$ cat config.mk
export PLATFORM = sky130hd
export DESIGN_NAME = multiword_add_seq
export DESIGN_NICKNAME = d
export VERILOG_FILES = /design/src/rtl/multiword_add_seq.sv
export SDC_FILE = /design/constraint.sdc
export NUM_CORES = 1
export LEC_CHECK = 0
export BUFFER_PORTS_ARGS = -buffer_cell sky130_fd_sc_hd__buf_2
export CORE_AREA = 2 2 43 45
export CTS_CLUSTER_SIZE = 25
export DETAILED_ROUTE_END_ITERATION = 7
export DIE_AREA = 0 0 45 47
export HOLD_SLACK_MARGIN = 0.05
export PLACE_DENSITY = 0.78
export SLEW_MARGIN = 20
export SYNTH_ARGS = -nofsm -noshare
export SYNTH_HDL_FRONTEND = slang
export SYNTH_SLANG_ARGS = --single-unit
$ cat constraint.sdc
create_clock -name clk -period 1.7 [get_ports clk]
set_input_delay 0.255 -clock clk [delete_from_list [all_inputs] [get_ports clk]]
set_output_delay 0.255 -clock clk [all_outputs]
set_load 0.005 [all_outputs]
$ cat src/rtl/multiword_add_seq.sv
// Word-serial WORDS x N-bit add/subtract sequencer wrapped around an external
// combinational ripple-carry adder, with valid/ready streams on both sides.
module multiword_add_seq #(
  parameter int N     = 4,
  parameter int WORDS = 4
) (
  input  logic         clk,
  input  logic         rst,
  input  logic         in_valid,
  output logic         in_ready,
  input  logic [N-1:0] in_a,
  input  logic [N-1:0] in_b,
  input  logic         in_sub,
  input  logic         in_cin,
  output logic [N-1:0] add_a,
  output logic [N-1:0] add_b,
  output logic         add_cin,
  input  logic [N-1:0] add_sum,
  input  logic         add_cout,
  output logic         out_valid,
  input  logic         out_ready,
  output logic [N-1:0] out_sum,
  output logic         out_last,
  output logic         out_cout,
  output logic         out_ovf
);

  localparam int IDXW = (WORDS > 1) ? $clog2(WORDS) : 1;
  localparam logic [IDXW-1:0] LAST_IDX = IDXW'(WORDS - 1);

  typedef enum logic {S_IDLE, S_RUN} state_t;

  state_t          state_q, state_d;
  logic [IDXW-1:0] idx_q, idx_d;
  logic            carry_q;
  logic            opSub_q;
  logic            outValid_q;
  logic [N-1:0]    outSum_q;
  logic            outLast_q;
  logic            outCout_q;
  logic            outOvf_q;

  logic accept;
  logic opSubEff;
  logic isLast;
  logic ovf_d;

  // idx_q is 0 whenever the FSM is idle, so the last-word test is uniform.
  always_comb begin
    in_ready = !rst & (!outValid_q | out_ready);
    accept   = in_valid & in_ready;
    opSubEff = (state_q == S_IDLE) ? in_sub : opSub_q;
    add_a    = in_a;
    add_b    = opSubEff ? ~in_b : in_b;
    add_cin  = (state_q == S_IDLE) ? (opSubEff | in_cin) : carry_q;
    isLast   = (idx_q == LAST_IDX);
    ovf_d    = (in_a[N-1] == add_b[N-1]) & (add_sum[N-1] != in_a[N-1]);
    state_d  = state_q;
    idx_d    = idx_q;
    if (isLast) begin
      state_d = S_IDLE;
      idx_d   = '0;
    end else begin
      state_d = S_RUN;
      idx_d   = idx_q + IDXW'(1);
    end
  end

  always_ff @(posedge clk) begin
    if (rst) begin
      state_q    <= S_IDLE;
      idx_q      <= '0;
      carry_q    <= 1'b0;
      opSub_q    <= 1'b0;
      outValid_q <= 1'b0;
      outSum_q   <= '0;
      outLast_q  <= 1'b0;
      outCout_q  <= 1'b0;
      outOvf_q   <= 1'b0;
    end else if (accept) begin
      outValid_q <= 1'b1;
      outSum_q   <= add_sum;
      outLast_q  <= isLast;
      outCout_q  <= isLast & add_cout;
      outOvf_q   <= isLast & ovf_d;
      carry_q    <= add_cout;
      if (state_q == S_IDLE && !isLast) begin
        opSub_q <= in_sub;
      end
      state_q <= state_d;
      idx_q   <= idx_d;
    end else if (out_ready) begin
      outValid_q <= 1'b0;
    end
  end

  assign out_valid = outValid_q;
  assign out_sum   = outSum_q;
  assign out_last  = outLast_q;
  assign out_cout  = outCout_q;
  assign out_ovf   = outOvf_q;

endmodule

==> impl_metrics.toml, run 1 <==
[run_status]
outcome = "completed"

[sta]
hold_viol = 0
setup_violations = 0
worst_pin_slew_ps = 510.4
finalCritPeriodShare = 0.9181
rsz0062_at_grt = "no"
final.min_clock_period_ps = 1561
whs_ps = 180.3
fmax_mhz = 640.7
tns_ps = 0
maxSlewViolCount = 0
fin_skew_ps = 3.666
slew_headroom = 0.6598

[critical_path]
cp-start-kind = "register"
worstPathMaxFanout = 6
end_kind = "output pin"
crit-reg2reg-launch = "state_q"
cp_top_family = "flip-flops"
startpoint = "state_q"
critPathArrivalTime_ps = 1310
slowest_stage = "dfxtp_2"
crit_path_cell_trace = "mux2i_4 -> xnor2_2 -> buf_2"
crit_type = "reg -> out"
cp.buffers_inverters = 1
required_ps = 1440
cp_slowest_stage_delay_ps = 410

[route]
first_pass_iters = 5
drt-initial-drc-count = 6
wl_per_cell_um = 10.07
ant_nets = 0
totalWireLength_um = 1208
drc_errors = 0
routed_via_density = 4.700
vias = 564

[floorplan]
die_area_um2 = 2115
die_h_um = 47
start_util = 0.3795
rows = 15
ios = 37
coreArea_um2 = 1652
die_width_um = 45

[pwr]
vdd.ir_drop.worst_uv = 301.1
p_leak_nw = 0.3599
power_density_nw_per_um2 = 794.6

[grt]
grt_pass1_vias = 483
grt_pass1_wl_um = 1911
gr-usage-all-layers = 0.1324
grt_overflow = 0
grt_max_degree = 17
antenna_found_initial = 0

[clocking]
cts_inserted_buffers = 3
clockRootBuffer = "clkbuf_4"
clock_sinks = 13
clockBufferDepth = 2
ctsHoldBuffers = 0
cts_tree = "done"
clk_pin_slew_ps = 80
ctsResizeCount = 1
htreeDepth = 1
post_cts_buffers = 0
insertion_delay_ps = 270

[logic_synthesis]
synth_common_cells = "dfxtp_1 (13), nand2_1 (12), nor2_1 (7), nand2b_1 (6), o21ai_0 (6)"
seq_area_frac_synth = 0.4152
synth-xor-area-share = 0.06786
synthMuxAreaShare = 0.05389
synth_area_um2 = 626.9
synth-seq-cells = 13
synth.area.top_cells = "dfxtp_1 (42%), nand2_1 (7.2%), nand2b_1 (6.0%), o21ai_0 (4.8%), buf_4 (4.8%)"
synth.distinct_cells = 22
yosysMostFrequentCell = "dfxtp_1"
synth_compound_area_frac = 0.1118
synth-main-ff-cell = "dfxtp_1"
yosysWarnings = 0
syn_avg_cell_area_um2 = 8.358
synth_top_family_by_area = "simple AND/OR/NAND/NOR gates"
synth-simple-area-share = 0.2615
synth_top_area_share = 0.4152
synth_area_leader_cell = "dfxtp_1"
synth_fp_nets = 95
synth-async-reset-ratio = 0
synth_edf_count = 0
synthAdderAreaFrac = 0.01996
synthCells = 75

[finish]
fill_cells = 164
antenna_cells = 0
fin_util = 0.4833
nNetsFinal = 124
synthToLayoutAreaGrowth_pct = 27.35
drive_gt1_frac = 0.3592
multiInputGateArea_um2 = 331.6
seq_area_um2 = 261.5

[min_path]
worstHoldStart = "add_sum[2]"
hold_path.class = "in -> reg"

[placement]
dp_hpwl_um = 956.7
gp_congestion = 0.7126
port_buffers = 30

[run]
drv_cap = 0
==> cell usage in the layout, fill, tap and decap left out, types with 2 or more instances in the layout <==
cell / netlist / layout
a21oi_1: 4 / 4
dfxtp_1: 13 / 12
nor2_1: 7 / 7
nor2b_1: 4 / 4
o21ai_0: 6 / 6
xnor2_1: 3 / 3
mux2i_1: 2 / 2
clkbuf_4: 0 / 3
nand2_1: 12 / 12
nand2b_1: 6 / 6
buf_2: 2 / 30
nand3_1: 2 / 2
==> through the flow <==
stage,power [mW],cells,setup WS (ps),area (µm²)
detailed placement,0.4544,116,267.8,762.0
finish,0.6343,120,139.3,798.3
CTS,0.6437,120,17.37,797.0
floorplan,0.4077,75,368.3,626.9
global placement,0.4505,116,333.1,762.0
global route,0.6791,120,49.25,798.3
==> cells by family (layout without fill, tap and decap cells) <==
kind of cell / Yosys count / in the layout
xor+xnor: 4 / 4
fa+ha+maj: 1 / 1
mux: 3 / 3
flops: 13 / 13
buf+inv: 7 / 35
compound gates: 13 / 13
simple gates: 34 / 34
==> worst min-delay path, stage by stage <==
cell and delay (ps):
buf_2 70, nand2_1 40, o21ai_0 50
==> worst paths after layout <==
check | endpoint | slack, ps | depth (start not counted)
setup reg to reg | out_ovf | 410 | 4
hold / removal | out_sum[2] | 180 | 3
setup / recovery | add_b[3] | 140 | 3
hold reg to reg | out_cout | 450 | 2
==> flip-flops by register name, indices dropped and copies added (netlist names) <==
name	flops
opSub_q	1
out_last	1
out_sum	4
state_q	1
idx_q	2
out_ovf	1
carry_q	1
out_valid	1
out_cout	1
==> layout make-up <==
cell class | instances | area share
clock buffers | 4 | 0.03292
well taps | 17 | 0.02665
flip-flops and latches | 13 | 0.3276
repair buffers | 31 | 0.1975
multi-input cells | 55 | 0.4154
==> routing by layer <==
layer,share of wire,GRT usage,routed length [µm]
met1,0.45,0.1432,539
met2,0.43,0.2029,516
met3,0.11,0.04231,129
met4,0.019,0.1294,23
met5,0,0,0
==> power breakdown <==
part | switching, mW | internal (mW) | total [mW]
clock | 0.0946 | 0.0907 | 0.185
sequential | 0.0113 | 0.321 | 0.332
combinational | 0.0532 | 0.0640 | 0.117
total | 0.159 | 0.475 | 0.634
Note: power is estimated with default switching activity, not from simulation.
==> inputs of run 2 (changes only) <==
BUFFER_PORTS_ARGS = not set   (was -buffer_cell sky130_fd_sc_hd__buf_2)
CORE_AREA = 2 2 39 41   (was 2 2 43 45)
DIE_AREA = 0 0 41 43   (was 0 0 45 47)
DONT_BUFFER_PORTS = 1   (was not set)
PLACE_DENSITY = 0.68   (was 0.78)
==> impl_metrics.toml, run 2 (synthesis gave the netlist of run 1 again) <==
[clocking]
insertion_delay_ps = 280
htreeDepth = 1
clockRootBuffer = "clkbuf_4"
clock_sinks = 13
clockBufferDepth = 2
clk_pin_slew_ps = 80
cts_tree = "done"
post_cts_buffers = 0
cts_inserted_buffers = 3

[placement]
place_inst = 84
place_ws_ps = 301.2
gp_congestion = 0.7053
dp_hpwl_um = 800.9
port_buffers = 0

[finish]
fin_util = 0.4684
synthToLayoutAreaGrowth_pct = 3.393
mostFrequentLayoutCells = "dfxtp_1 (13), nand2_1 (12), nor2_1 (7), o21ai_0 (6), nand2b_1 (6)"
final_common_cell = "dfxtp_1"
antenna_cells = 0
nNetsFinal = 94
drive_gt1_frac = 0.06849
fill_cells = 143
finalNonFillerCells = 89
largest_reg_flops = 4

[route]
vias = 465
drt-initial-drc-count = 8
totalWireLength_um = 1119
first_pass_iters = 2
wl_per_cell_um = 12.57
drc_errors = 0
ant_nets = 0
routed_via_density = 5.225

[critical_path]
required_ps = 1440
crit_type = "reg -> out"
critPathArrivalTime_ps = 1300
cp.buffers_inverters = 0
end_kind = "output pin"
cp_top_family = "flip-flops"
worstPathMaxFanout = 6
worstRegToRegCells = 4
slowest_stage = "dfxtp_1"
crit_path_cell_trace = "mux2i_4 -> xnor2_1"
crit-reg2reg-launch = "state_q"
r2r_slack_ps = 330
cp-start-kind = "register"
cp_slowest_stage_delay_ps = 470
r2r-end = "out_ovf"

[pwr]
pwr-share-comb = 0.119
power_density_nw_per_um2 = 920.8
p_leak_nw = 0.2309
vdd.ir_drop.worst_uv = 409.2
seqPwrFrac = 0.559
p_total_mw = 0.5968
switchingPower_mw = 0.1494
clockPowerShare = 0.322
p_sw_frac = 0.2503
p_int_mw = 0.4474

[floorplan]
ios = 37
start_util = 0.4530
die_area_um2 = 1763
rows = 14
coreArea_um2 = 1384
die_h_um = 43
die_width_um = 41

[sta]
fin_skew_ps = 3.838
worst_pin_slew_ps = 499.1
maxSlewViolCount = 0
final.min_clock_period_ps = 1550
fmax_mhz = 645.0
slew_headroom = 0.6672
finalCritPeriodShare = 0.9120
setup_violations = 0
finalWorstSetupSlack_ps = 149.6
rsz0062_at_grt = "no"
tns_ps = 0
hold_viol = 0

[min_path]
hold_path.class = "in -> reg"
holdPathStages = 2
worstHoldStart = "add_sum[0]"
min_to = "out_sum[0]"

[grt]
gr-usage-all-layers = 0.1478
grt_pass1_vias = 437
antenna_found_initial = 0
grt_pass1_wl_um = 1711
grt_max_degree = 17
grt_overflow = 0

[run]
drv_cap = 0

[run_status]
outcome = "completed"
-- run 2: cell count changes in the layout (fill, tap and decap cells not counted) --
cell           before  now
dlygate4sd3_1       0    1
buf_4               1    0
dfxtp_2             1    0
buf_2              30    0
dfxtp_1            12   13
-- run 2: routing by layer --
| layer | up-vias | global-route usage | wire, µm |
|---|---|---|---|
| met5 | - | 0 | 0 |
| met4 | 0 | 0.04000 | 7 |
| met3 | 2 | 0.09948 | 128 |
| met2 | 23 | 0.2063 | 481 |
| met1 | 203 | 0.1815 | 501 |
| li1 | 237 | - | - |
-- run 2: final cells by class --
cell class	instances	area, µm²	share of cell area
flip-flops and latches	13	260.3	0.4015
well taps	16	20.02	0.03089
multi-input cells	55	331.6	0.5116
clock buffers	4	26.28	0.04054
repair buffers	1	10.01	0.01544
-- run 2: worst max path at each step --
stage	endpoint	cells past startpoint	slack, ps	start
after global routing	add_b[0]	2	30	state_q
final	add_b[2]	2	150	state_q
after detailed placement	out_ovf	4	300	state_q
after floorplan	out_ovf	4	370	state_q
after CTS	add_b[2]	2	100	state_q
after global placement	out_ovf	4	330	state_q
-- run 2: metrics by stage --
stage          hold WS, ps  cell area (µm²)
2_1_floorplan        363.6            626.9
3_3_place_gp         326.2            603.1
3_5_place_dp         329.8            603.1
4_1_cts              76.69            639.4
5_1_grt              79.25            648.1
6_report             83.85            648.1
-- run 2: power by group through the flow --
stage          logic (mW)  clock network, mW  registers, mW
6_report           0.0710              0.192          0.334
5_1_grt            0.0823              0.212          0.336
4_1_cts            0.0701              0.201          0.333
3_5_place_dp       0.0659                  0          0.340
3_3_place_gp       0.0647                  0          0.339
2_1_floorplan      0.0705                  0          0.337
-- run 2: what timing repair did --
action | 4_1_cts | 5_1_grt
gates resized for setup | 0 | 1
setup endpoints to repair | 0 | 2
endpoints found under the hold margin | 7 | 0
hold buffers | 1 | 0
==> inputs of run 3 (changes only) <==
CORE_AREA = 2 2 49 51   (was 2 2 39 41)
DIE_AREA = 0 0 51 53   (was 0 0 41 43)
PLACE_DENSITY = not set   (was 0.68)
==> impl_metrics.toml, run 3 (synthesis gave the netlist of run 1 again) <==
[run]
drv_cap = 0

[finish]
mostFrequentLayoutCells = "dfxtp_1 (13), nand2_1 (12), nor2_1 (7), o21ai_0 (6), nand2b_1 (6)"
largest_reg_flops = 4
postLayoutCellArea_um2 = 663.1
nNetsFinal = 95
antenna_cells = 0
drive_gt1_frac = 0.09459
final_common_cell = "dfxtp_1"
synthToLayoutAreaGrowth_pct = 5.788

[critical_path]
critPathArrivalTime_ps = 1350
endpoint = "add_b[0]"
required_ps = 1440
crit_type = "reg -> out"
cp_slowest_stage_delay_ps = 440
end_kind = "output pin"
r2r_slack_ps = 260
slowest_stage = "dfxtp_1"
cp-start-kind = "register"
crit_path_cell_trace = "mux2i_2 -> xnor2_1"
worstRegToRegCells = 4
startpoint = "state_q"
worstPathMaxFanout = 6
crit-reg2reg-launch = "state_q"
r2r-end = "out_ovf"

[floorplan]
die_width_um = 51
die_area_um2 = 2703
die_h_um = 53
start_util = 0.2918
ios = 37
coreArea_um2 = 2148
rows = 17

[clocking]
clk_pin_slew_ps = 90
cts_tree = "done"
cts_inserted_buffers = 3
post_cts_buffers = 0
clockRootBuffer = "clkbuf_4"
insertion_delay_ps = 290
clockBufferDepth = 2
clock_sinks = 13
htreeDepth = 1

[pwr]
p_int_mw = 0.4435
p_sw_frac = 0.2721
p_leak_nw = 0.2391
p_total_mw = 0.6092
seqPwrFrac = 0.546
switchingPower_mw = 0.1658
clockPowerShare = 0.335
pwr-share-comb = 0.119
power_density_nw_per_um2 = 918.7
vdd.ir_drop.worst_uv = 268.9

[placement]
dp_hpwl_um = 915.2
place_ws_ps = 261.6
gp_congestion = 0.6151
port_buffers = 0
placed_area_um2 = 625.6

[grt]
gr-usage-all-layers = 0.1010
grt_pass1_wl_um = 1842
grt_overflow = 0
grt_max_degree = 10
antenna_found_initial = 0
grt_pass1_vias = 400

[route]
drc_errors = 0
totalWireLength_um = 1296
vias = 466
routed_via_density = 4.569
wl_per_cell_um = 12.71
first_pass_iters = 2
ant_nets = 0
drt-initial-drc-count = 4

[run_status]
outcome = "completed"

[sta]
whs_ps = 71.37
slew_headroom = 0.7372
hold_viol = 0
rsz0062_at_grt = "no"
worst_pin_slew_ps = 386.6
setup_violations = 0
finalCritPeriodShare = 0.9445
final.min_clock_period_ps = 1606
tns_ps = 0
fmax_mhz = 622.8
maxSlewViolCount = 0
finalWorstSetupSlack_ps = 94.28
fin_skew_ps = 5.154

[min_path]
hold_path.class = "in -> reg"
==> run 3: cell count changes in the layout (fill, tap and decap cells not counted), sizes merged <==
cell,previous run,this run
buf,0,1
clkbuf,4,3
clkinv,0,1
==> run 3: metrics by stage <==
stage,utilization,cells
finish,0.3087,102
global route,0.3087,102
CTS,0.3087,102
detailed placement,0.2912,97
global placement,0.2912,97
floorplan,-,75
==> run 3: layer usage <==
metal | vias to the layer above | global-route usage | part of all wire
met3 | 4 | 0.03672 | 0.10
li1 | 240 | - | -
met5 | - | 0 | 0
met1 | 194 | 0.1235 | 0.45
met2 | 28 | 0.1407 | 0.42
met4 | 0 | 0.08108 | 0.022
==> run 3: what timing repair did <==
item	CTS	global route
hold buffers	1	0
gates resized for setup	0	0
hold endpoints to repair	7	0
==> run 3: worst min path at each step <==
stage | start | endpoint | cells after the start
2_1_floorplan | add_sum[0] | out_sum[0] | 2
3_3_place_gp | rst | out_last | 1
3_5_place_dp | rst | idx_q[0] | 1
4_1_cts | add_sum[2] | out_sum[2] | 2
5_1_grt | add_sum[0] | out_sum[0] | 2
6_report | add_sum[2] | out_sum[2] | 2
==> run 3: critical path, delay by kind of cell, from the launching register on <==
family / cells / cell delay, ps
flip-flops: 1 / 440
XOR/XNOR: 1 / 200
multiplexers: 1 / 420
==> run 3: cell type report <==
class | instances | area (µm²)
clock buffers | 3 | 22.52
multi-input cells | 55 | 322.8
fillers | 226 | 1485
flip-flops and latches | 13 | 260.3
clock inverters | 1 | 5.005
well taps | 28 | 35.03
repair buffers | 2 | 17.52
==> run 3: power groups by stage <==
stage / Clock (mW) / Sequential [mW] / Combinational, mW
floorplan: 0 / 0.337 / 0.0705
global placement: 0 / 0.339 / 0.0675
detailed placement: 0 / 0.340 / 0.0693
CTS: 0.213 / 0.333 / 0.0739
global route: 0.231 / 0.335 / 0.0819
finish: 0.204 / 0.333 / 0.0724
